[src/rtl/trace_unpack.sv]
// Trace FIFO consumer: passes samples through and expands overflow markers into gap beats,
// tagging every beat with a running sequence number. Optional statistics: TRACE_UNPACK_STATS_EN.
module trace_unpack #(
    parameter int sample_width_p  = 16,
    parameter int counter_width_p = 16,
    parameter int seq_width_p     = 32
) (
    input  logic                      clk,
    input  logic                      reset_n,
    input  logic [sample_width_p:0]   fifo_data,
    input  logic                      fifo_valid,
    output logic                      fifo_ready,
    output logic [sample_width_p-1:0] out_data,
    output logic                      out_gap,
    output logic [seq_width_p-1:0]    out_seq,
    output logic                      out_valid,
    input  logic                      out_ready,
    output logic                      proto_err
`ifdef TRACE_UNPACK_STATS_EN
    ,
    output logic [seq_width_p-1:0]    stat_samples,
    output logic [seq_width_p-1:0]    stat_drops
`endif
);

    // state  | meaning
    // IDLE   | accepting FIFO words
    // EXPAND | emitting the remaining gap beats of a marker, input stalled
    typedef enum logic {
        IDLE   = 1'b0,
        EXPAND = 1'b1
    } state_t;

    localparam logic [counter_width_p-1:0] cnt_one = {{(counter_width_p-1){1'b0}}, 1'b1};
    localparam logic [seq_width_p-1:0]     seq_one = {{(seq_width_p-1){1'b0}}, 1'b1};

    state_t                      state;
    state_t                      state_next;
    logic [counter_width_p-1:0]  remaining;
    logic [counter_width_p-1:0]  remaining_next;
    logic [seq_width_p-1:0]      seq_cnt;
    logic [counter_width_p-1:0]  marker_d;

    logic accept;
    logic is_marker;
    logic can_load;
    logic retire;
    logic load_sample;
    logic load_gap;
    logic err_set;

    assign can_load   = ~out_valid | out_ready;
    assign retire     = out_valid & out_ready;
    // Gated by reset_n so the port reads 0 while reset is held
    assign fifo_ready = reset_n & (state == IDLE) & can_load;
    assign accept     = fifo_valid & fifo_ready;
    assign is_marker  = fifo_data[sample_width_p];
    assign marker_d   = fifo_data[counter_width_p-1:0] - cnt_one;

    always_ff @(posedge clk or negedge reset_n) begin
        if (!reset_n) begin
            state <= IDLE;
        end else begin
            state <= state_next;
        end
    end

    always_comb begin
        state_next = state;
        case (state)
            IDLE: begin
                if (accept && is_marker && (marker_d > cnt_one)) begin
                    state_next = EXPAND;
                end
            end
            EXPAND: begin
                if (can_load && (remaining == cnt_one)) begin
                    state_next = IDLE;
                end
            end
            default: state_next = IDLE;
        endcase
    end

    always_comb begin
        load_sample    = 1'b0;
        load_gap       = 1'b0;
        err_set        = 1'b0;
        remaining_next = remaining;
        case (state)
            IDLE: begin
                if (accept) begin
                    if (!is_marker) begin
                        load_sample = 1'b1;
                    end else if (marker_d == '0) begin
                        err_set = 1'b1;
                    end else begin
                        load_gap       = 1'b1;
                        remaining_next = marker_d - cnt_one;
                    end
                end
            end
            EXPAND: begin
                if (can_load) begin
                    load_gap       = 1'b1;
                    remaining_next = remaining - cnt_one;
                end
            end
            default: ;
        endcase
    end

    always_ff @(posedge clk or negedge reset_n) begin
        if (!reset_n) begin
            remaining <= '0;
            seq_cnt   <= '0;
            out_data  <= '0;
            out_gap   <= 1'b0;
            out_seq   <= '0;
            out_valid <= 1'b0;
            proto_err <= 1'b0;
        end else begin
            remaining <= remaining_next;
            if (err_set) begin
                proto_err <= 1'b1;
            end
            if (load_sample || load_gap) begin
                out_data  <= load_sample ? fifo_data[sample_width_p-1:0] : '0;
                out_gap   <= load_gap;
                out_seq   <= seq_cnt;
                out_valid <= 1'b1;
                seq_cnt   <= seq_cnt + seq_one;
            end else if (retire) begin
                out_valid <= 1'b0;
            end
        end
    end

`ifdef TRACE_UNPACK_STATS_EN
    always_ff @(posedge clk or negedge reset_n) begin
        if (!reset_n) begin
            stat_samples <= '0;
            stat_drops   <= '0;
        end else if (retire) begin
            if (out_gap) begin
                if (stat_drops != '1) stat_drops <= stat_drops + seq_one;
            end else begin
                if (stat_samples != '1) stat_samples <= stat_samples + seq_one;
            end
        end
    end
`endif

endmodule

[config.mk]
export PLATFORM = sky130hd
export DESIGN_NAME = trace_unpack
export DESIGN_NICKNAME = d
export VERILOG_FILES = /design/src/rtl/trace_unpack.sv
export SDC_FILE = /design/constraint.sdc
export NUM_CORES = 1
export LEC_CHECK = 0
export ABC_AREA = 1
export CORE_MARGIN = 5
export CORE_UTILIZATION = 65
export DETAILED_ROUTE_END_ITERATION = 10
export DONT_BUFFER_PORTS = 1
export GPL_ROUTABILITY_DRIVEN = 1
export PLACE_DENSITY = 0.78
export SYNTH_ARGS = -nofsm -noshare
export SYNTH_HDL_FRONTEND = slang
export SYNTH_SLANG_ARGS = --single-unit
export TNS_END_PERCENT = 5
[constraint.sdc]
create_clock -name clk -period 5.4 [get_ports clk]
set_input_delay 1.08 -clock clk [delete_from_list [all_inputs] [get_ports clk]]
set_output_delay 1.08 -clock clk [all_outputs]
set_load 0.05 [all_outputs]
Word-level counts from Yosys, hierarchy flattened
Index checks and enable logic that the tools add are counted.

cells by class
  eq/ne operators = 5
  add/sub/neg operators = 4
  bitwise logic cells = 7
  reductions and logical operators = 7
  muxes and demuxes = 23
  magnitude comparators = 1

operator list
  kind                                                            count
  two-way mux 16 bit                                              5
  subtractor 16 x 1 -> 16 bit, second input constant              3
  adder 32 x 1 -> 32 bit, second input constant                   1
  one-hot mux 16 bit (2 select lines)                             1
  equality test 16 x 1 -> 1 bit, second input constant            1
  greater-than comparator 16 x 1 -> 1 bit, second input constant  1
  logical NOT 16 bit                                              1
  two-way mux 1 bit                                               15
  != test 2 bit, second input constant                            3
  bitwise AND 1 bit                                               4
  one-hot mux 1 bit (2 select lines)                              2
  AND reduction 4 bit                                             1
  logical AND 1 bit                                               3
  != test 2 x 1 -> 1 bit, second input constant                   1
  inverter 1 bit                                                  2
  nonzero test 2 bit                                              1
  logical OR 1 bit                                                1
  bitwise OR 1 bit                                                1

word-level totals
  bits of input ports = 21
  register bits after elaboration = 100
  output and inout bits = 52

Depth between registers and ports, before layout
Gate-level depths: netlist (run 1).

  depth in word-level cells = 8
  gate-level depth with buffers = 18
  depth with buffers taken out = 17

Worst setup path before layout (run 1)
OpenSTA, ideal clock, no wires.

  kind = input -> register
  start point = input port reset_n
  end point = register out_seq[0]
  stages on the path = 9
  setup time = 0.118 ns
  path buffers = 2
  path slack = 2.347 ns
  required time = 5.282 ns
  arrival time = 2.934 ns
  path through = nand2_1 -> nor2_1 -> nand2_1 -> nor2_2 -> inv_1 -> buf_2 -> clkbuf_1 -> nand4_1 -> nand2_1

between the ends
  longest elaborated chain between the ends = 6

RTL lines
  item                                                                     line  RTL
  start: declaration                                                       9     input logic reset_n,
  bitwise AND 1 bit (*) (2 in series)                                      55    assign fifo_ready = reset_n & (state == IDLE) & can_load;
  named net fifo_ready                                                     12    output logic fifo_ready,
  bitwise AND 1 bit (*)                                                    56    assign accept = fifo_valid & fifo_ready;
  two-way mux 1 bit                                                        92    if (accept) begin
  one-hot mux 1 bit (2 select lines) or two-way mux 1 bit (tied branches)  90    case (state)
  logical OR 1 bit (*)                                                     127   if (load_sample || load_gap) begin
  end signal: assignment                                                   130   out_seq <= seq_cnt;
  end: declaration                                                         15    output logic [seq_width_p-1:0] out_seq,

The timed path passes the listed nets; every way through them passes the cells marked *.
A chain may end at the register's enable or synchronous reset.

Worst setup path in the final report (run 1)
  start point = input port fifo_data[2]
  end point = register out_valid

between the ends
  longest elaborated chain between the ends = 8

RTL lines
  item                                                     line  RTL
  start: declaration                                       10    input logic [sample_width_p:0] fifo_data,
  subtractor 16 x 1 -> 16 bit (*)                          58    assign marker_d = fifo_data[counter_width_p-1:0] - cnt_one;
  logical NOT 16 bit (*)                                   95    end else if (marker_d == '0) begin
  two-way mux 1 bit (*)                                    95
  two-way mux 1 bit (*)                                    93    if (!is_marker) begin
  two-way mux 1 bit (*)                                    92
  one-hot mux 1 bit (2 select lines) (*)                   90
  logical OR 1 bit (*)                                     127
  two-way mux 1 bit or nonzero test 2 bit (tied branches)  n/a
  end signal: assignment                                   120   out_valid <= 1'b0;
  end signal: assignment                                   131   out_valid <= 1'b1;
  end signal: assignment                                   134   out_valid <= 1'b0;
  end: declaration                                         16    output logic out_valid,

Mark *: on every way between the ends. The rest lies on a longest branch, timed or not.

==> impl_results.md, run 1 <==
* Outcome: finished clean
* Total GRT Usage at 28.1%
* CTS clk-pin slew, worst paths at 0.10 ns
* Max Cap Viol at 0
* Data required, critical path at 5.62 ns
* Die height at 108 um
* Dpl cells at 960
* Syn nets at 893
* Worst R2R Setup Slack at 2.01 ns
* CTS tree: yes
* Min Tclk post-route at 3.63 ns
* Drt pass-1 iters at 5
* IO Count at 73
* Drt total wl at 15,300 um
* Worst vdd ir at 0.000218 V
* Post-CTS Hold Fix Bufs at 0
* Synth async-reset ratio at 100%
* Number of flops mapped to enable cells by yosys at 0
* Yosys top cell by area: dfrtp_1
* Clk_lat worst skew at 0.37 ns
* H-tree depth at 3
* Final Non-Filler Cells at 976
* Area contributors post-synth: dfrtp_1, nand2_1, nand4_1
* Leakage Power at 0.00322 uW
* Routed vias at 5,608
* Vias in the first global route at 5,588
* Buf/Inv on CP at 2
* Most frequent cell after synthesis: nand2_1
* Power consumption at 2270 uW
* Setup TNS at 0 ns
* Crit path max-delay family: simple AND/OR/NAND/NOR gates
* Clock skew at 0.0131 ns
* Synth cell types at 39
* Antenna-violating nets left at 0
* Die width at 108 um
* Ys Warns at 0
* Clock buffer depth at 2
* Initial DRC count at 380
* Core area at 9590 um2
* Antenna diodes at 0
* Pre-CTS setup slack at 1.39 ns
* Routing usage on met2 at 49.4%
* CTS Buf Count at 9
* Clock Sinks at 100
* Layout cells sized above 1 at 8.07%
* Critical path fanouts, max at 66
* Total die area at 11,800 um2
* Vias per cell at 5.75
* Fill count at 846
* CP max stage delay at 0.51 ns
* Fin worst setup slack at 1.77 ns
* RSZ-0062 raised after global routing: no
* Final hold vios at 0
* Post-CTS sizing at 0
* Startpoint Class: input port
* Hold Crit Class: in -> async
* Max_slew headroom at 43.3%
* Setup violations, final at 0
* DRC Markers at 0
* Worst reg2reg path depth at 11
* Overflow after GRT at 0
* Reg-to-Reg Start: state
* Mean cell area of the mapped netlist at 7.30 um2
* Slowest cell on the critical path: nand2_4
* Post-CTS setup buffers at 0
* Synth-to-Final Area Change at 2.24%
* HPWL Detailed at 10,800 um
* Worst Path Arrival at 3.85 ns
* WHS at 0.392 ns
* Rows at 36
* Met1 global-route usage at 33.7%
* Met3 Track Usage GR at 5.25%
* CP Capture Type: flop
* Nets at 868
* Post-synth top cells: nand2_1, dfrtp_1, nand4_1
* Antenna violations before repair at 0
* Port Buffer Count at 0
* Root Driver: clkbuf_8
* Mapped Area at 6300 um2
* R2R Path End: out_seq[11]
* Tightest Pin Transition at 0.850 ns
* Pwr/cell area at 352 nW/um2
* Max Slew Vio Count at 0
* Most Used Layer, Global Route: met2
* WS Path Type: in -> reg
* Synth Flop Type: dfrtp_1
* Top-area cell type share of the netlist area at 39.7%
* Period utilisation layout at 67.2%
* Global-route wire length before repair at 26,300 um
* Cell count after synthesis at 863
* Drt wl/cell at 15.6 um
* #FFs+latches synth at 100
* Register area share after synthesis at 39.7%
* GP Congestion at 0.912
* Cell chain of the critical path: inv_1 -> ha_1 -> nand2_4 -> nor2_8 -> nand2_4 -> xor2_2 -> nand2_1 -> nor2_2 -> nand3_2 -> nand2_4 -> nand2_2 -> inv_2 -> nand3_1
* Initial Util at 65.7%
* Most used cell along the critical path: nand2_4
* Fmax at 275 MHz
* Pin count of the biggest net entering global routing at 102
## how the worst max path moves through the flow
stage	start	to	slack, ns	cells after the start
2_1_floorplan	reset_n	out_seq[0]	2.35	9
3_3_place_gp	fifo_data[2]	out_valid	1.54	13
3_5_place_dp	fifo_data[2]	out_valid	1.39	13
4_1_cts	fifo_data[2]	out_valid	1.79	13
5_1_grt	fifo_data[2]	out_valid	1.50	13
6_report	fifo_data[2]	out_valid	1.77	13
## registers in the layout, indices dropped and copies added (netlist names)
register / cells
out_data: 16
out_gap: 1
out_seq: 32
out_valid: 1
proto_err: 1
remaining: 16
seq_cnt: 32
state: 1
## per-stage QoR
step                cell area (um2)  utilization, %
finish                         6440            67.2
CTS                            6440            67.2
global placement               6230            65.0
global route                   6440            67.2
detailed placement             6230            65.0
floorplan                      6300               -
## kinds of logic after synthesis
| group | count (synthesis) | share of synthesized area (%) |
|---|---|---|
| xor gates and xnor gates | 35 | 4.98 |
| adders and majority gates | 9 | 1.79 |
| buffers and inverters | 121 | 9.13 |
| DFF | 100 | 39.7 |
| and+or+nand+nor | 539 | 38.4 |
| AOI/OAI and AO/OA | 59 | 5.95 |
## power breakdown
part           total [uW]  switching (uW)  internal (uW)
combinational         670             466            204
sequential           1090             232            855
clock                 509             269            241
## layer usage
layer / up-vias / routed length [um]
met1: 2687 / 6230
met2: 134 / 7880
met4: 0 / 501
met3: 44 / 646
met5: - / 0
li1: 2743 / -
## cell usage in the layout (no fill, tap or decap), types with 10 or more instances in the layout
| master | n |
|---|---|
| nand2_1 | 310 |
| dfrtp_1 | 100 |
| nand4_1 | 74 |
| inv_1 | 71 |
| nor2_1 | 70 |
| nand3_1 | 37 |
| xor2_1 | 20 |
| o21ai_2 | 16 |
| o21ai_0 | 16 |
| xnor2_1 | 14 |
| nor3_1 | 12 |
| clkbuf_8 | 11 |
| o21ai_1 | 10 |
## final cells by class
class | instances | area, um2 | share of cell area, %
Multi-Input combinational cell | 642 | 3230 | 50.1
Inverter | 80 | 300 | 4.66
Clock inverter | 5 | 58.8 | 0.912
Sequential cell | 100 | 2500 | 38.8
Clock buffer | 11 | 151 | 2.35
Timing Repair Buffer | 5 | 37.5 | 0.582
Tap cell | 133 | 166 | 2.58
Note: power is estimated with default switching activity, not from simulation.
==> run 2: changes to the inputs <==
--- a/config.mk
+++ b/config.mk
@@ -7,11 +7,11 @@
 export LEC_CHECK = 0
 export ABC_AREA = 1
 export CORE_MARGIN = 5
-export CORE_UTILIZATION = 65
+export CORE_UTILIZATION = 64
 export DETAILED_ROUTE_END_ITERATION = 10
 export DONT_BUFFER_PORTS = 1
 export GPL_ROUTABILITY_DRIVEN = 1
-export PLACE_DENSITY = 0.78
+export PLACE_DENSITY = 0.77
 export SYNTH_ARGS = -nofsm -noshare
 export SYNTH_HDL_FRONTEND = slang
 export SYNTH_SLANG_ARGS = --single-unit
==> constraint.sdc (replaced) <==
create_clock -name clk -period 3.6 [get_ports clk]
set_input_delay 0.72 -clock clk [delete_from_list [all_inputs] [get_ports clk]]
set_output_delay 0.72 -clock clk [all_outputs]
set_load 0.05 [all_outputs]
==> run 2 against run 1 <==
Sequential cell count stayed put. Via count grew 1.2%. Clock skew fell by 0.00050 ns. Cell count rose by 0.51%. Core utilization about the same. Hold slack lost 0.36 ns. Non-clock buffer count rose by 5. Largest power group unchanged. Highest routed layer unchanged.
==> impl_results.md, run 2 (synthesis results as in run 1) <==
* Antenna-violating nets left at 0
* Data required, critical path at 3.91 ns
* Vias per cell at 5.78
* Global-route wire length before repair at 26,800 um
* Max Slew Vio Count at 0
* Worst vdd ir at 0.000284 V
* Die height at 109 um
* Total die area at 11,900 um2
* WS Path Type: reg -> reg
* Total GRT Usage at 28.1%
* Period utilisation layout at 87.9%
* Antenna diodes at 0
* Pin count of the biggest net entering global routing at 102
* Top flop regs: out_seq: 32 flops, seq_cnt: 32 flops
* Port Buffer Count at 0
* Tightest Pin Transition at 1.03 ns
* Post-CTS setup buffers at 0
* Core area at 9680 um2
* Fmax at 316 MHz
* Initial Util at 65.1%
* DRC Markers at 0
* RSZ-0062 raised after global routing: no
* CTS clk-pin slew, worst paths at 0.10 ns
* CP Capture Type: flop
* Die width at 109 um
* Worst Path Arrival at 3.47 ns
* Max_slew headroom at 31.1%
* Post-CTS Hold Fix Bufs at 0
* Antenna violations before repair at 0
* Setup violations, final at 0
* Clock Sinks at 100
* Root Driver: clkbuf_8
* Initial DRC count at 504
* Routed vias at 5,673
* Clk_lat worst skew at 0.38 ns
* CTS Buf Count at 9
* Pre-CTS setup slack at 0.375 ns
* Hold Crit Class: in -> async
* Setup TNS at 0 ns
* GP Congestion at 0.896
* Critical path fanouts, max at 34
* Min Tclk post-route at 3.16 ns
* HPWL Detailed at 10,900 um
* Drt pass-1 iters at 5
* Post-CTS sizing at 0
* Pwr/cell area at 530 nW/um2
* Fill count at 855
* Layout cells sized above 1 at 8.25%
* Rows at 36
* Drt wl/cell at 15.8 um
* Max Cap Viol at 0
* Drt total wl at 15,500 um
* Vias in the first global route at 5,609
* Synth-to-Final Area Change at 3.14%
* CTS tree: yes
* Clock skew at 0.0126 ns
* Clock buffer depth at 2
* IO Count at 73
* Nets at 873
* Outcome: finished clean
* H-tree depth at 3
* Most frequent cells in the layout: nand2_1, dfrtp_1, nand4_1
* Leakage Power at 0.00325 uW
* Commonest non-fill, non-tap cell in the layout: nand2_1
* Final hold vios at 0
* Startpoint Class: flop
* Overflow after GRT at 0
* Fin worst setup slack at 0.437 ns
[run 2: cell types whose count changed in the layout (fill, tap and decap cells not counted)]
cell           change
clkbuf_1           +1
clkinv_2           -1
buf_4              +2
clkinvlp_4         -2
buf_12             +1
clkinv_4           +2
dlygate4sd3_1      +2
[run 2: final timing paths]
| check | startpoint | end | slack, ns | cells after the start |
|---|---|---|---|---|
| max in group asynchronous | reset_n | out_seq[5] | 2.37 | 1 |
| worst max-delay path | out_valid | remaining[0] | 0.44 | 10 |
| worst max register to register | out_valid | remaining[0] | 0.44 | 10 |
| min in group clk | fifo_data[8] | out_data[8] | 0.46 | 2 |
| worst min-delay path | reset_n | out_data[15] | 0.04 | 0 |
| worst min register to register | remaining[14] | remaining[14] | 0.50 | 2 |
[run 2: layout make-up]
class                           instances  area [um2]  area share, %
Timing Repair Buffer                   10        92.6           1.42
Sequential cell                       100        2500           38.5
Clock buffer                           12         155           2.39
Inverter                               80         300           4.62
Tap cell                              133         166           2.56
Clock inverter                          4        56.3          0.866
Multi-Input combinational cell        642        3230           49.7
[run 2: layer usage]
metal / wire length (um) / GRT usage [%] / vias up
li1: - / - / 2759
met1: 6390 / 35.0 / 2724
met2: 8070 / 48.4 / 154
met3: 657 / 4.91 / 36
met4: 425 / 11.3 / 0
met5: 0 / 0 / -
[run 2: power by group]
group / internal [uW] / switching, uW
combinational: 334 / 732
clock: 365 / 403
sequential: 1280 / 330
total: 1980 / 1460
[run 2: critical path, cell delays in order, from the launching register on]
cell and delay [ns]:
dfrtp_1 0.59, inv_1 0.13, nor2_1 0.08, nor2_1 0.78, nand2_1 0.24, nor2_1 0.28
nand2_4 0.27, nand2_2 0.31, buf_4 0.24, nand2_1 0.08, o21ai_1 0.08
[run 2: through the flow]
step	power (uW)	cells	util [%]	area [um2]	hold WS [ns]
floorplan	2500	863	-	6300	0.424
global placement	2630	963	64.7	6270	0.427
detailed placement	2680	963	64.7	6270	0.427
CTS	3450	979	66.9	6480	0.0116
global route	3680	981	67.1	6500	-0.000928
finish	3450	981	67.1	6500	0.0360
